### src/rtl/hazard_pkg.sv
// Shared types and helpers for the pipeline stall/forward controller.
// Optional statistics outputs are enabled with HAZARD_STATS_EN.
package hazard_pkg;

  localparam int REG_AW = 5;
  localparam int T_W    = 4;

  localparam logic [T_W-1:0] TUSE_NONE = 4'd7;

  localparam logic [1:0] FWD_REG = 2'd0;
  localparam logic [1:0] FWD_E   = 2'd1;
  localparam logic [1:0] FWD_M   = 2'd2;
  localparam logic [1:0] FWD_W   = 2'd3;

  typedef struct packed {
    logic              we;
    logic [REG_AW-1:0] a3;
    logic [T_W-1:0]    tnew;
    logic [REG_AW-1:0] rs;
    logic [REG_AW-1:0] rt;
  } slot_t;

  localparam slot_t BUBBLE = '0;

  function automatic logic [T_W-1:0] sat_dec(input logic [T_W-1:0] x);
    return (x == '0) ? '0 : x - T_W'(1);
  endfunction

endpackage

### src/rtl/hazard_slot.sv
// One in-flight pipeline slot: loads the upstream instruction with its
// Tnew counted down by one, or a bubble when asked to.
module hazard_slot
  import hazard_pkg::*;
(
  input  logic  clk,
  input  logic  reset,
  input  logic  bubble,
  input  slot_t d,
  output slot_t q
);

  slot_t nxt;

  always_comb begin
    nxt      = d;
    nxt.tnew = sat_dec(d.tnew);
    if (bubble) nxt = BUBBLE;
  end

  always_ff @(posedge clk) begin
    if (!reset) q <= BUBBLE;
    else        q <= nxt;
  end

endmodule

### src/rtl/hazard_ctrl.sv
// Stall/forward controller for the 5-stage pipeline: tracks writers in E/M/W
// and derives stall plus forwarding selects. Define HAZARD_STATS_EN for stall statistics.
module hazard_ctrl
  import hazard_pkg::*;
(
  input  logic              clk,
  input  logic              reset,
  input  logic [REG_AW-1:0] D_rs,
  input  logic [REG_AW-1:0] D_rt,
  input  logic [T_W-1:0]    D_rs_Tuse,
  input  logic [T_W-1:0]    D_rt_Tuse,
  input  logic [T_W-1:0]    D_Tnew,
  input  logic              D_GRF_write,
  input  logic [REG_AW-1:0] D_A3,
  output logic              stall,
  output logic [1:0]        D_rs_fwd,
  output logic [1:0]        D_rt_fwd,
  output logic [1:0]        E_rs_fwd,
  output logic [1:0]        E_rt_fwd,
  output logic [1:0]        M_rt_fwd
`ifdef HAZARD_STATS_EN
  ,
  output logic [31:0]       stall_cnt,
  output logic [2:0]        bubble_run
`endif
);

  slot_t e_d, e_q, m_q, w_d, w_q;

  always_comb begin
    e_d      = BUBBLE;
    e_d.we   = D_GRF_write;
    e_d.a3   = D_A3;
    e_d.tnew = D_Tnew;
    e_d.rs   = D_rs;
    e_d.rt   = D_rt;
  end

  // W never forwards onward by operand, so its rs/rt are not carried.
  always_comb begin
    w_d    = m_q;
    w_d.rs = '0;
    w_d.rt = '0;
  end

  hazard_slot u_slot_e (.clk(clk), .reset(reset), .bubble(stall), .d(e_d), .q(e_q));
  hazard_slot u_slot_m (.clk(clk), .reset(reset), .bubble(1'b0),  .d(e_q), .q(m_q));
  hazard_slot u_slot_w (.clk(clk), .reset(reset), .bubble(1'b0),  .d(w_d), .q(w_q));

  function automatic logic live_match(input slot_t s, input logic [REG_AW-1:0] r);
    return s.we && (s.a3 != '0) && (s.a3 == r);
  endfunction

  function automatic logic hit(input slot_t s, input logic [REG_AW-1:0] r,
                               input logic [T_W-1:0] tuse);
    return live_match(s, r) && (tuse < s.tnew);
  endfunction

  // Nearest matching writer wins; if it is not ready yet it blocks older stages.
  function automatic logic [1:0] fwd_pick(input slot_t s0, input logic [1:0] c0,
                                          input slot_t s1, input logic [1:0] c1,
                                          input slot_t s2, input logic [1:0] c2,
                                          input logic [REG_AW-1:0] r);
    if (live_match(s0, r)) return (s0.tnew == '0) ? c0 : FWD_REG;
    if (live_match(s1, r)) return (s1.tnew == '0) ? c1 : FWD_REG;
    if (live_match(s2, r)) return (s2.tnew == '0) ? c2 : FWD_REG;
    return FWD_REG;
  endfunction

  always_comb begin
    stall    = hit(e_q, D_rs, D_rs_Tuse) | hit(m_q, D_rs, D_rs_Tuse) |
               hit(e_q, D_rt, D_rt_Tuse) | hit(m_q, D_rt, D_rt_Tuse);
    D_rs_fwd = fwd_pick(e_q, FWD_E, m_q, FWD_M, w_q, FWD_W, D_rs);
    D_rt_fwd = fwd_pick(e_q, FWD_E, m_q, FWD_M, w_q, FWD_W, D_rt);
    E_rs_fwd = fwd_pick(m_q, FWD_M, w_q, FWD_W, BUBBLE, FWD_REG, e_q.rs);
    E_rt_fwd = fwd_pick(m_q, FWD_M, w_q, FWD_W, BUBBLE, FWD_REG, e_q.rt);
    M_rt_fwd = live_match(w_q, m_q.rt) ? FWD_W : FWD_REG;
  end

  logic unused_slot_bits;
  assign unused_slot_bits = ^{m_q.rs, w_q.rs, w_q.rt};

`ifdef HAZARD_STATS_EN
  always_ff @(posedge clk) begin
    if (!reset) begin
      stall_cnt  <= '0;
      bubble_run <= '0;
    end else begin
      if (stall) stall_cnt <= stall_cnt + 32'd1;
      if (!stall)                  bubble_run <= '0;
      else if (bubble_run != 3'd7) bubble_run <= bubble_run + 3'd1;
    end
  end
`endif

endmodule

### config.mk
export PLATFORM = sky130hd
export DESIGN_NAME = hazard_ctrl
export DESIGN_NICKNAME = d
export VERILOG_FILES = /design/src/rtl/hazard_pkg.sv /design/src/rtl/hazard_slot.sv /design/src/rtl/hazard_ctrl.sv
export SDC_FILE = /design/constraint.sdc
export NUM_CORES = 1
export LEC_CHECK = 0
export ABC_AREA = 1
export CORE_ASPECT_RATIO = 1.75
export CORE_UTILIZATION = 51
export DETAILED_ROUTE_END_ITERATION = 10
export PLACE_DENSITY = 0.76
export SLEW_MARGIN = 20
export SYNTH_ARGS = -nofsm -noshare
export SYNTH_HDL_FRONTEND = slang
export SYNTH_SLANG_ARGS = --single-unit
### constraint.sdc
create_clock -name clk -period 2.8 [get_ports clk]
set_input_delay 0.28 -clock clk [delete_from_list [all_inputs] [get_ports clk]]
set_output_delay 0.28 -clock clk [all_outputs]
set_load 0.005 [all_outputs]
; After elaboration in Yosys (flattened, before gate mapping)
; Cells that the tools add are included.
[word_totals]
regBits = 45
input_bits = 30
output_inout_bits = 11
[classes]
addsub = 3
n_lt_le_gt_ge = 4
n_eq_ne = 11
mux = 42
bitwise_logic = 4
reduce_logical = 29
[op_table]
columns = cell, n
row1 = $eq A5 B5 Y1, 11
row2 = $mux W2, 23
row3 = $mux W1, 19
row4 = $logic_and A1 B1 Y1, 18
row5 = $logic_not A4 Y1, 4
row6 = $lt A4 B4 Y1, 4
row7 = $reduce_bool A5 Y1, 3
row8 = $sub A4 B1 Y4 const B, 3
row9 = $reduce_or A2 Y1, 3
row10 = $or A1 B1 Y1, 3
row11 = $reduce_or A3 Y1, 1
row12 = $not A1 Y1, 1

; Logic depth before layout (Yosys ltp)
[logic_depth]
word_depth = 10
depth_mapped = 13

; Cells and area by module
; From an unflattened synthesis, not the netlist that was laid out.
[unflattened]
hier_cells = 478
hier_area_um2 = 3349.5
[by_module_without_submodules]
columns = mod, n_inst, cells_each, area_each_um2
row1 = hazard_slot, 3, 73, 659.4
row2 = hazard_ctrl, 1, 259, 1371.3

; Worst setup path after synthesis
; Ideal clock, no wire load.
[synth_path]
path_type = register to register
startpoint = register u_slot_m.q[13] (netlist bit)
endpoint = register u_slot_e.q[6] (netlist bit)
t_arrival_ns = 1.519
t_required_ns = 2.686
slack_ns = 1.168
path_stages_with_launch = 11
path_buffers = 1
synth_period_minus_slack_ns = 1.632
path_cell_list = dfxtp_1 inv_1 ha_1 a21oi_1 a21boi_0 nand3_2 nand2_2 nor2_4 nand3_4 buf_8 nor2_2
[synth_between]
elab_chain_len = 6
word_cells_on_any_way = 8
classes_between = order compare: 2 / bitwise: 3 / reduce/logical: 3
[synth_rtl]
columns = element, line_no
row1 = from (decl), hazard_slot.sv:10  ; output slot_t q
row2 = from (signal assigned), hazard_slot.sv:23  ; else q <= nxt;
row3 = $lt A4 B4 Y1, hazard_ctrl.sv:56  ; return live_match(s, r) && (tuse < s.tnew);
row4 = $logic_and A1 B1 Y1, hazard_ctrl.sv:56
row5 = $or A1 B1 Y1 (2 in a row), hazard_ctrl.sv:71  ; stall = hit(e_q, D_rs, D_rs_Tuse) | hit(m_q, D_rs, D_rs_Tuse) |
row6 = $or A1 B1 Y1 *, hazard_ctrl.sv:72  ; hit(e_q, D_rt, D_rt_Tuse) | hit(m_q, D_rt, D_rt_Tuse);
row7 = $reduce_or A2 Y1 (no source line) *, --
row8 = to (signal assigned), hazard_slot.sv:23
row9 = to (decl), hazard_slot.sv:10
; Mark *: on every way between the ends. The rest lies on a longest branch, timed or not.
; A chain may end at the register's enable or synchronous reset.

; Worst setup path in the final report
[layout_path]
startpoint = input port D_rs[0]
endpoint = output port D_rs_fwd[1]
[layout_between]
elab_chain_len = 8
word_cells_on_any_way = 17
classes_between = eq/ne: 3 / mux: 11 / reduce/logical: 3
[layout_rtl]
columns = element, line_no
row1 = from (decl), hazard_ctrl.sv:8  ; input logic [REG_AW-1:0] D_rs,
row2 = $eq A5 B5 Y1, hazard_ctrl.sv:51  ; return s.we && (s.a3 != '0) && (s.a3 == r);
row3 = $logic_and A1 B1 Y1, hazard_ctrl.sv:51
row4 = $mux W1 (2 in a row), hazard_ctrl.sv:66  ; if (live_match(s2, r)) return (s2.tnew == '0) ? c2 : FWD_REG;
row5 = $mux W1, hazard_ctrl.sv:65  ; if (live_match(s1, r)) return (s1.tnew == '0) ? c1 : FWD_REG;
row6 = $mux W2, hazard_ctrl.sv:67  ; return FWD_REG;
row7 = $mux W2, hazard_ctrl.sv:66
row8 = $mux W2 *, hazard_ctrl.sv:65
row9 = to (decl), hazard_ctrl.sv:16  ; output logic [1:0] D_rs_fwd,
; Mark *: on every way between the ends. The rest lies on a longest branch, timed or not. The select of a mux whose other input is x is not followed.

==> impl_metrics.csv <==
group,metric,value,unit
global_routing,groute.layer.met1.usage,23.16,%
power,power,1.516,mW
clock_network,htree_levels,2,
global_routing,overflow,0,
clock_network,hold_buffers,0,
die,fp-row-count,35,
worst_setup_path,critPathMaxStageDelay,0.56,ns
synth,syn_avg_cell_area,7.404,um^2
run,max_cap_violations,0,
detailed_routing,num_vias,2393,
global_routing,grt-busiest-layer,"met2",
worst_setup_path,crit_path_top_delay_cell,"clkdlybuf4s50_1",
placed_design,portBuffers,40,
clock_network,cts.sinks,45,
synth,seq_area_frac_synth,32.45,%
global_routing,antenna_found_initial,0,
clock_network,cts_setup_buffers,0,
cells_and_area,mostFrequentLayoutCells,"71 x nand2_1, 61 x inv_1, 45 x dfxtp_1",
timing,period_minus_slack,2.550,ns
timing,fmax,392.2,MHz
worst_setup_path,cp_cell_sequence,"clkdlybuf4s50_1 -> inv_2 -> nand2_1 -> nand2_1 -> nor2_1 -> nand2_1 -> nor2_2 -> nand2_1 -> o21ai_0 -> clkdlybuf4s50_1",
global_routing,grt_pass1_wl,10780,um
cells_and_area,drive_gt1_share,10.27,%
cells_and_area,final_cells,464,
synth,synthesis.area,2776,um^2
timing,hold_violations,0,
detailed_routing,drtIter0Drc,74,
timing,hold-worst-slack,0.4373,ns
detailed_routing,wirelength,6371,um
synth,ys_seq_elements,45,
global_routing,grtUsageMet2,50.81,%
clock_network,ctsRootBufferMaster,"clkbuf_8",
power,irDropWorstVdd,0.2976,mV
synth,syn_inst,375,
cells_and_area,layout.nets,454,
detailed_routing,vias_per_cell,5.157,
detailed_routing,route.detailed.drc,3,
worst_setup_path,required,2.52,ns
placed_design,place_ws,0.2693,ns
worst_setup_path,cp-start-kind,"input port",
worst_setup_path,cpMostUsedCell,"nand2_1",
die,core_area,5255,um^2
timing,relSlewSlack,64.41,%
timing,rsz0062_at_grt,"false",
synth,ys_types,33,
cells_and_area,fin_area,3249,um^2
synth,synth_warnings,0,
power,p_per_area,466.7,nW/um^2
synth,syn_nets,420,
status,violations,"DRC",
worst_setup_path,cp_max_fo,4,
hold_path,hold_path.class,"reg -> reg",
die,start_util,52.83,%
die,die-width,57.78,um
cells_and_area,utilization,61.83,%
timing,fin_crit_sh,91.06,%
clock_network,numCtsBuffers,5,
worst_setup_path,endpoint_kind,"output pin",
power,p_leak,1.668,nW
placed_design,place_area,3146,um^2
clock_network,insertion_delay,0.30,ns
worst_setup_path,worstSetupPathType,"in -> out",
timing,finalSetupViolCount,0,
cells_and_area,syn2layout_area_growth,17.03,%
timing,tightest_slew,0.5322,ns
placed_design,place.gp.congestion,0.8827,
cells_and_area,n_antenna_cell,0,
global_routing,track_usage,24.89,%
placed_design,dp.cells,457,
global_routing,grt_max_degree,17,
cells_and_area,final_common_cell,"nand2_1",
clock_network,post_cts_resized,0,
die,io_pins,41,
timing,finalSetupTns,0,ns
detailed_routing,dr.pass1.iters,7,
detailed_routing,ant_nets,0,
timing,worst_slack,0.2504,ns
placed_design,post-dp-hpwl,5127,um
worst_setup_path,cp_data_arrival_time,2.27,ns
global_routing,first_global_vias,2443,
detailed_routing,routedWlPerCell,13.73,um
clock_network,cts_buffer_depth,2,
status,status,"finished, violations left",
clock_network,tritoncts,"done",
clock_network,path_clk_slew,0.07,ns
timing,fin_skew,0.01316,ns
timing,drv_slew,0,
global_routing,met3_usage,3.381,%
die,die_y,99.61,um
die,dieArea,5755,um^2
==> cell type report <==
cell class	instances	area, um^2
clock buffer	5	68.82
multi-input combinational	249	1516
tap	55	68.82
sequential	45	900.9
clock inverter	2	35.03
inverter	67	251.5
timing repair buffer	41	407.9
fill	500	2006
==> path summary, 6_finish.rpt <==
check                                     from             end  slack [ns]  depth (start not counted)
worst max register to register  u_slot_m.q[13]  u_slot_e.q[19]        0.98                          9
worst max-delay path                   D_rs[0]     D_rs_fwd[1]        0.25                         10
worst min-delay path            u_slot_e.q[19]  u_slot_m.q[19]        0.44                          2
worst min register to register  u_slot_e.q[19]  u_slot_m.q[19]        0.44                          2
==> Yosys cell counts (all sizes together) <==
library cell   n  area, um^2
a21boi         2       15.01
a21o           1       7.510
a21oi         17       85.08
a31o           2       17.52
buf           12       100.1
clkbuf         2       7.510
dfxtp         45       900.9
ha            15       187.7
inv           67       251.5
nand2         73       279.0
nand3         10       72.57
nand3b         2       15.01
nand4          9       68.81
nor2          52       245.2
nor3           8       50.05
nor4           1       6.260
o211ai         1       7.510
o21a           1       7.510
o21ai          6       30.03
or2            3       18.77
xnor2         17       148.9
xor2          29       254.0
==> flip-flops by register name, indices dropped and copies added, names as in the netlist <==
signal and count:
u_slot_m.q 15, u_slot_w.q 10, u_slot_e.q 20
==> routing by layer <==
metal / wire length (um) / up-vias
li1: - / 1205
met1: 2306 / 1123
met2: 3707 / 53
met3: 178 / 12
met4: 179 / 0
met5: 0 / -
==> logic make-up (layout without fill, tap and decap cells) <==
family / Yosys count / count (layout) / share of synthesized area [%]
flops: 45 / 45 / 32.45
xor+xnor: 46 / 46 / 14.51
compound gates: 30 / 30 / 6.129
fa+ha+maj: 15 / 15 / 6.760
buf+inv: 81 / 115 / 12.93
simple gates: 158 / 158 / 27.22
==> critical path: cells and delay by family <==
family / cells / cell delay, ns
AOI/OAI and AO/OA: 1 / 0.24
buffers and inverters: 3 / 1.18
and+or+nand+nor: 6 / 0.56
==> power breakdown <==
part / total (mW) / switching (mW) / internal (mW)
Clock: 0.476 / 0.216 / 0.260
Combinational: 0.320 / 0.176 / 0.144
Sequential: 0.720 / 0.0395 / 0.681
Total: 1.52 / 0.432 / 1.08
Note: power is estimated with default switching activity, not from simulation.
